--- config.mk ---
export PLATFORM = sky130hd
export DESIGN_NAME = arth_seq_unit
export DESIGN_NICKNAME = d
export VERILOG_FILES = /design/src/rtl/arth_seq_unit.sv
export SDC_FILE = /design/constraint.sdc
export NUM_CORES = 1
export LEC_CHECK = 0
export CAP_MARGIN = 10
export CORE_AREA = 2 2 116 174
export CTS_CLUSTER_SIZE = 25
export DETAILED_ROUTE_END_ITERATION = 7
export DIE_AREA = 0 0 118 176
export DONT_BUFFER_PORTS = 1
export PLACE_DENSITY = 0.55
export SYNTH_ARGS = -nofsm -noshare
export SYNTH_HDL_FRONTEND = slang
export SYNTH_SLANG_ARGS = --single-unit
export TNS_END_PERCENT = 100
--- constraint.sdc ---
create_clock -name clock -period 5.9 [get_ports clock]
set_input_delay 0.885 -clock clock [delete_from_list [all_inputs] [get_ports clock]]
set_output_delay 0.885 -clock clock [all_outputs]
set_load 0.05 [all_outputs]
--- src/rtl/arth_seq_unit.sv ---
// Multi-cycle sign-and-magnitude arithmetic unit: add/sub in one cycle, shift-add multiply
// and (with ARTH_DIV_EN defined) restoring divide over MAG_W iterations.
module arth_seq_unit #(
  parameter int unsigned MAG_W = 16
) (
  input  logic             clock,
  input  logic             reset,
  input  logic [MAG_W:0]   V1,
  input  logic [MAG_W:0]   V2,
  input  logic [1:0]       opcode,
  input  logic             newop,
  output logic [MAG_W:0]   answer,
  output logic             ovw,
  output logic             busy,
  output logic             done
);

  localparam int unsigned CNT_W = $clog2(MAG_W + 1);

  localparam logic [1:0] StIdle   = 2'd0;
  localparam logic [1:0] StAddSub = 2'd1;
  localparam logic [1:0] StIter   = 2'd2;

  logic [1:0]         state_q, state_d;
  logic [CNT_W-1:0]   cnt_q, cnt_d;
  logic [1:0]         op_q, op_d;
  logic               sgn1_q, sgn1_d, sgn2_q, sgn2_d;
  logic [MAG_W-1:0]   mag1_q, mag1_d;
  logic [2*MAG_W-1:0] prod_q, prod_d;
  logic [MAG_W:0]     answer_q, answer_d;
  logic               ovw_q, ovw_d;
  logic               done_q, done_d;

  logic [MAG_W+1:0]   as_a1, as_a2, as_res, as_mag;
  logic               as_neg;
  logic [MAG_W:0]     mul_sum;
  logic [2*MAG_W-1:0] mul_next, iter_next;
  logic [MAG_W-1:0]   it_mag;
  logic               it_ovw;
`ifdef ARTH_DIV_EN
  logic [MAG_W:0]     div_shift;
  logic [MAG_W-1:0]   div_rem;
  logic               div_ge;
  logic [2*MAG_W-1:0] div_next;
`endif

  // prod_q low half holds |V2| until the op starts; add/sub reads operand 2 from there.
  always_comb begin
    as_a1  = sgn1_q ? -{2'b00, mag1_q} : {2'b00, mag1_q};
    as_a2  = sgn2_q ? -{2'b00, prod_q[MAG_W-1:0]} : {2'b00, prod_q[MAG_W-1:0]};
    as_res = (op_q == 2'b10) ? (as_a2 - as_a1) : (as_a1 + as_a2);
    as_neg = as_res[MAG_W+1];
    as_mag = as_neg ? -as_res : as_res;

    mul_sum  = {1'b0, prod_q[2*MAG_W-1:MAG_W]} + (prod_q[0] ? {1'b0, mag1_q} : '0);
    mul_next = {mul_sum, prod_q[MAG_W-1:1]};

`ifdef ARTH_DIV_EN
    // {remainder, quotient} share prod_q; the dividend shifts out of the low half.
    div_shift = {prod_q[2*MAG_W-1:MAG_W], prod_q[MAG_W-1]};
    div_ge    = div_shift >= {1'b0, mag1_q};
    div_rem   = div_shift[MAG_W-1:0] - mag1_q;
    div_next  = div_ge ? {div_rem, prod_q[MAG_W-2:0], 1'b1}
                       : {div_shift[MAG_W-1:0], prod_q[MAG_W-2:0], 1'b0};
    iter_next = (op_q == 2'b01) ? mul_next : div_next;
    if (op_q == 2'b01) begin
      it_mag = iter_next[MAG_W-1:0];
      it_ovw = |iter_next[2*MAG_W-1:MAG_W];
    end else if (mag1_q == '0) begin
      it_mag = '0;
      it_ovw = 1'b1;
    end else begin
      it_mag = iter_next[MAG_W-1:0];
      it_ovw = 1'b0;
    end
`else
    iter_next = mul_next;
    it_mag    = iter_next[MAG_W-1:0];
    it_ovw    = |iter_next[2*MAG_W-1:MAG_W];
`endif
  end

  always_comb begin
    state_d  = state_q;
    cnt_d    = cnt_q;
    op_d     = op_q;
    sgn1_d   = sgn1_q;
    sgn2_d   = sgn2_q;
    mag1_d   = mag1_q;
    prod_d   = prod_q;
    answer_d = answer_q;
    ovw_d    = ovw_q;
    done_d   = 1'b0;

    case (state_q)
      StIdle: begin
        if (newop) begin
          op_d   = opcode;
          sgn1_d = V1[MAG_W];
          sgn2_d = V2[MAG_W];
          mag1_d = V1[MAG_W-1:0];
          prod_d = {{MAG_W{1'b0}}, V2[MAG_W-1:0]};
          cnt_d  = CNT_W'(MAG_W);
`ifdef ARTH_DIV_EN
          state_d = opcode[0] ? StIter : StAddSub;
`else
          state_d = (opcode == 2'b01) ? StIter : StAddSub;
`endif
        end
      end
      StAddSub: begin
        state_d = StIdle;
        done_d  = 1'b1;
        if (op_q == 2'b11) begin
          // Divide compiled out: flag as invalid operator.
          answer_d = '0;
          ovw_d    = 1'b1;
        end else begin
          answer_d = {as_neg && (|as_mag[MAG_W-1:0]), as_mag[MAG_W-1:0]};
          ovw_d    = |as_mag[MAG_W+1:MAG_W];
        end
      end
      StIter: begin
        prod_d = iter_next;
        cnt_d  = cnt_q - CNT_W'(1);
        if (cnt_q == CNT_W'(1)) begin
          state_d  = StIdle;
          done_d   = 1'b1;
          answer_d = {(sgn1_q ^ sgn2_q) && (|it_mag), it_mag};
          ovw_d    = it_ovw;
        end
      end
      default: state_d = StIdle;
    endcase
  end

  always_ff @(posedge clock) begin
    if (reset) begin
      state_q  <= StIdle;
      cnt_q    <= '0;
      op_q     <= '0;
      sgn1_q   <= 1'b0;
      sgn2_q   <= 1'b0;
      mag1_q   <= '0;
      prod_q   <= '0;
      answer_q <= '0;
      ovw_q    <= 1'b0;
      done_q   <= 1'b0;
    end else begin
      state_q  <= state_d;
      cnt_q    <= cnt_d;
      op_q     <= op_d;
      sgn1_q   <= sgn1_d;
      sgn2_q   <= sgn2_d;
      mag1_q   <= mag1_d;
      prod_q   <= prod_d;
      answer_q <= answer_d;
      ovw_q    <= ovw_d;
      done_q   <= done_d;
    end
  end

  assign answer = answer_q;
  assign ovw    = ovw_q;
  assign busy   = (state_q != StIdle);
  assign done   = done_q;

endmodule

; ---- Word-level counts from Yosys, hierarchy flattened
; Index checks and enable logic that the tools add are counted.
[word_totals]
regBits = 78
latchBits = 0
ram_bits = 0
mem_bits_ro = 0
in_bits = 39
output_inout_bits = 20
mem_count = 0
[op_classes]
n_addsub = 7
mul = 0
n_div = 0
order_cmp = 0
n_eq_ne = 8
shifts = 0
muxes = 21
bitwise = 1
reduce_logical = 14
[ops]
columns = op, count
row1 = $mux 18, 4
row2 = $pmux 32 s2, 1
row3 = $reduce_or 16->1, 3
row4 = $neg 16->18, 2
row5 = $mux 17, 2
row6 = $pmux 17 s2, 1
row7 = $mux 32, 1
row8 = $add 18x18->18, 1
row9 = $neg 18->18, 1
row10 = $sub 18x18->18, 1
row11 = $add 16x16->17, 1
row12 = $mux 16, 1
row13 = $pmux 5 s2, 1
row14 = $reduce_and 2->1, 4
row15 = $eq 2x2->1 const B, 3
row16 = $mux 2, 3
row17 = $reduce_bool 2->1, 3
row18 = $eq 5x1->1 const B, 1
row19 = $mux 5, 1
row20 = $sub 5x1->5 const B, 1
row21 = $eq 2x1->1 const B, 2
row22 = $ne 2x2->1 const B, 2
row23 = $pmux 1 s2, 2
row24 = $pmux 2 s2, 1
row25 = other kinds (5), 8

; ---- Depth between registers and ports, before layout
[depth]
ltp_word = 10
depth_mapped = 24

; ---- Worst setup path after synthesis
; No wires, ideal clock.
[synth_timing]
path_kind = reg2reg
from = register sgn1_q
to = register answer_q[14], in the netlist answer[14]
arrival_time_ns = 4.952
required_ns = 5.768
path_slack_ns = 0.816
path_stages_with_launch = 19
path_buffers = 4
period_less_slack_ns = 5.084
path_cell_list = dfxtp_1 clkbuf_1 clkbuf_1 buf_1 mux2i_1 xnor2_1 fa_1 a211oi_1 nor2_1 xnor2_1 nand4_1 or4b_2 clkbuf_1 nor4_1 and3_1 nor2_1 xnor2_1 a221oi_1 nor3_1
[synth_between]
elab_chain_cells = 7
word_cells_on_any_way = 8
classes_between = add/sub (3) / mux (5)
[synth_lines]
columns = element, line_no
row1 = start: declaration, 27  ; logic sgn1_q, sgn1_d, sgn2_q, sgn2_d;
row2 = start signal: assignment, 153  ; sgn1_q <= sgn1_d;
row3 = $mux 18 *, 49  ; as_a1 = sgn1_q ? -{2'b00, mag1_q} : {2'b00, mag1_q};
row4 = $add 18x18->18 or $sub 18x18->18 (tied branches), 51  ; as_res = (op_q == 2'b10) ? (as_a2 - as_a1) : (as_a1 + as_a2);
row5 = $mux 18 *, 51
row6 = $neg 18->18, 53  ; as_mag = as_neg ? -as_res : as_res;
row7 = $mux 18 *, 53
row8 = $mux 17 *, 114  ; if (op_q == 2'b11) begin
row9 = $pmux 17 s2 *, 95  ; case (state_q)
row10 = end signal: assignment, 157  ; answer_q <= answer_d;
row11 = end: declaration, 30  ; logic [MAG_W:0] answer_q, answer_d;
; Mark *: on every way between the ends. The rest lies on a longest branch, timed or not.
; A chain may end at the register's enable or synchronous reset.

; ---- Worst setup path after layout
[layout_timing]
from = register mag1_q[0]
to = register answer_q[16], in the netlist answer[16]
[layout_between]
elab_chain_cells = 10
word_cells_on_any_way = 16
classes_between = add/sub (5) / mux (7) / reduce/logical (4)
[layout_lines]
columns = element, line_no
row1 = start: declaration, 28  ; logic [MAG_W-1:0] mag1_q, mag1_d;
row2 = start signal: assignment, 155  ; mag1_q <= mag1_d;
row3 = $neg 16->18, 49
row4 = $mux 18, 49
row5 = $add 18x18->18 or $sub 18x18->18 (tied branches), 51
row6 = $mux 18, 51
row7 = $neg 18->18, 53
row8 = $mux 18, 53
row9 = $reduce_or 16->1, 119  ; answer_d = {as_neg && (|as_mag[MAG_W-1:0]), as_mag[MAG_W-1:0]};
row10 = $logic_and 1x1->1, 119
row11 = $mux 17, 114
row12 = $pmux 17 s2 *, 95
; Mark *: on every way between the ends. The rest lies on a longest branch, timed or not. The select of a mux whose other input is x is not followed.

==> results by group <==
Cells and area
  • Commonest non-fill, non-tap cell in the layout: nor2_1
  • Fraction of layout cells with a size suffix above 1: approximately 5.3%
  • # diodes: 0
  • Net count, final: approximately 950
  • Non-filler cells, final: roughly 1100
  • Layout area overhead: 7.014%
  • Util after Layout: 37.16%
  • Commonest cells after routing, fill and taps aside: 109 x nor2_1, 92 x nand2_1, 78 x dfxtp_1

Logic synthesis
  • Cells after Synth: roughly 900
  • Synthesized cell area: roughly 6700 um2
  • Post-Syn Nets: slightly below 1000
  • Register area share after synthesis: around a quarter
  • Post-synthesis register bit count: between 70 and 80
  • Syn Area/Cell: between 7 and 8 um2
  • Post-synth ARST share: 0%
  • Number of flops mapped to enable cells by yosys: 0
  • Main synth FF type: dfxtp_1
  • Yosys cell types: 66
  • Yosys warning total: 0

Hold path
  • HP Class: flip-flop to flip-flop
  • Hold endpoint: op_q[0]
  • Worst hold path depth: 2
  • Hold Startpoint: op_q[0]

Placed design
  • Gpl congestion: around 0.93
  • Detailed Place HPWL: 14600 um
  • Placed Cells: around 1100
  • DP Worst Slack: between 0.5 and 0.6 ns
  • # port buffers: 0

CTS
  • PostCTS Resize Cnt: 0
  • CTS Buffer Depth: 2
  • Clk sinks: between 70 and 80
  • CTS tree: built
  • Hold Buf Count CTS: 0
  • CTS clock-pin slew for the worst setup and hold paths: roughly 0.070 ns
  • Clock H-tree levels: 3
  • CTS buffer count: 9
  • Clk root buf: clkbuf_16
  • Worst-skew pair later-pin latency: 0.36 ns
  • Post-CTS Setup Bufs: 0

STA
  • Relative slew margins: between 10% and 20%
  • Tcrit/Tclk final: between 90 and 100%
  • Worst Skew: between 0.01 and 0.015 ns
  • Post-route minimum period: 5.421 ns
  • Setup_tns: 0 ns
  • Slew at the pin with the worst max-slew slack: 1.251 ns
  • Final hold vios: 0
  • Final setup fails: 0
  • Slew Limit Fails: 0
  • WHS: around 0.50 ns
  • F_max: between 0.15 and 0.2 GHz
  • RSZ-0062 raised after global routing: no
  • Final worst slack: between 0.4 and 0.5 ns

Routing
  • Antenna-violating nets left: 0
  • Via count: slightly above 6000
  • WL final: 19470 um
  • Number of DRC markers in iteration 0: between 400 and 500
  • DR vias/cell: around 5.5
  • Number of remaining DRC errors: 0
  • Initial DRT Pass Iterations: 5
  • Post-DR wirelength/cell: around 17 um

Global routing
  • First-pass GRT wire length: 30910 um
  • M1 GR Usage: between 20% and 30%
  • Met3 Use GR: between 2 and 3%
  • GRT overflow: 0
  • Vias in the first global route: 5856
  • Met2 GRT Util: roughly 36%
  • Antenna violations before repair: 0
  • Gr usage total: between 15 and 20%
  • Most Used Layer, Global Route: met2
  • Pin count of the biggest net entering global routing: 80

Setup path
  • Setup slack, reg-to-reg: 0.48 ns
  • Critical path type: flip-flop to flip-flop
  • Reg-to-Reg Start: mag1_q[0]
  • Critical path peak fanout: 28
  • Critical path arrival: between 5 and 6 ns
  • Setup crit end kind: flip-flop
  • Cells on worst reg2reg path: 18
  • Worst Path Required: 6.13 ns
  • RR Endpoint: answer[16]
  • Critical path launch point type: flip-flop

Floorplanning
  • Initial Util: 34.73%
  • Die ar.: between 20000 and 25000 um2
  • Die X-Extent: about 120 um
  • Die span in y: 176 um
  • Rows: between 60 and 70
  • Core Region: between 15000 and 20000 um2
  • I/O Pins: approximately 60

Power
  • Comb pwr share: around half
  • Leakage: between 0.002 and 0.003 uW
  • Switching Share: between 40% and 50%
  • Clock power frac: 22.1%
  • Cell-internal power: about 1400 uW
  • Psw: around 1100 uW
  • Max VDD drop: roughly 210 uV
  • Seq pwr share: 27.0%
  • Pwr per Cell Area: 354.6 nW/um2

Status
  • Status: finished clean

Flow run
  • # Max-Cap Violations: 0
## routing by layer
layer  share of wire [%]  wire, um
met4                 2.6       498
met3                 2.9       559
met1                  41      8042
met2                  53     10370
met5                   0         0
## worst max-delay path: stages (launching register included)
cell	delay, ns
dfxtp_1	0.39
or4_1	0.76
or4_1	0.53
a21oi_1	0.20
o221ai_1	0.23
nand2_1	0.13
xnor2_1	0.12
ha_1	0.29
nand2_1	0.08
o21ai_1	0.17
or3_1	0.35
o221a_2	0.29
o221a_2	0.26
o22ai_1	0.37
xnor2_4	0.36
a21oi_1	0.09
o22a_1	0.22
nor4_1	0.32
a31oi_1	0.12
## worst max path at each step
stage | startpoint | slack (ns) | end
6_report | mag1_q[0] | 0.48 | answer[16]
3_3_place_gp | mag1_q[0] | 0.59 | answer[16]
2_1_floorplan | sgn1_q | 0.82 | answer[14]
5_1_grt | mag1_q[0] | 0.11 | answer[16]
4_1_cts | mag1_q[0] | 0.48 | answer[16]
3_5_place_dp | mag1_q[0] | 0.50 | answer[16]
## cell families after synthesis
family / share of synthesized area [%]
flops: 23.47
simple gates: 25.33
xor+xnor: 12.26
fa+ha+maj: 8.876
mux: 1.241
compound gates: 23.67
buf+inv: 5.152
## power by group through the flow
stage	Clock [uW]	Combinational (uW)	Sequential, uW
after global routing	595	1410	688
after detailed placement	0	1280	694
after global placement	0	1280	693
after CTS	573	1280	681
after floorplan	0	1020	657
final	557	1290	681
## state kept, by name, summed over array words and instances (netlist names)
| register | cells |
|---|---|
| sgn2_q | 1 |
| answer | 17 |
| cnt_q | 5 |
| mag1_q | 16 |
| op_q | 2 |
| state_q | 2 |
| prod_q | 32 |
| done | 1 |
| ovw | 1 |
| sgn1_q | 1 |
## cell usage after synthesis, types with 16 or more instances
master / instances / area share (%)
nor3_1: 43 / 3.2
dfxtp_1: 78 / 23
xor2_1: 29 / 3.8
inv_1: 25 / 1.4
o22ai_1: 18 / 1.7
a21oi_1: 65 / 4.9
a22oi_1: 16 / 1.8
ha_1: 44 / 8.3
clkbuf_1: 51 / 2.9
xnor2_1: 61 / 8.0
nand2_1: 92 / 5.2
and2_1: 17 / 1.6
o21ai_0: 30 / 2.3
nor2_1: 109 / 6.1
## layout make-up
class / instances / area (um2)
fillers: 2046 / 12040
clock inverters: 7 / 61.31
flip-flops and latches: 78 / 1562
clock buffers: 9 / 225.2
well taps: 256 / 320.3
repair buffers: 14 / 105.1
inverters: 26 / 97.59
multi-input cells: 734 / 4750
## through the flow
| step | power, uW | cell area [um2] |
|---|---|---|
| 6_report | 2525 | 7121 |
| 5_1_grt | 2695 | 7121 |
| 4_1_cts | 2539 | 7121 |
| 3_5_place_dp | 1972 | 6834 |
| 3_3_place_gp | 1973 | 6834 |
| 2_1_floorplan | 1673 | 6654 |
No activity file was read; power rests on OpenSTA's default activity.
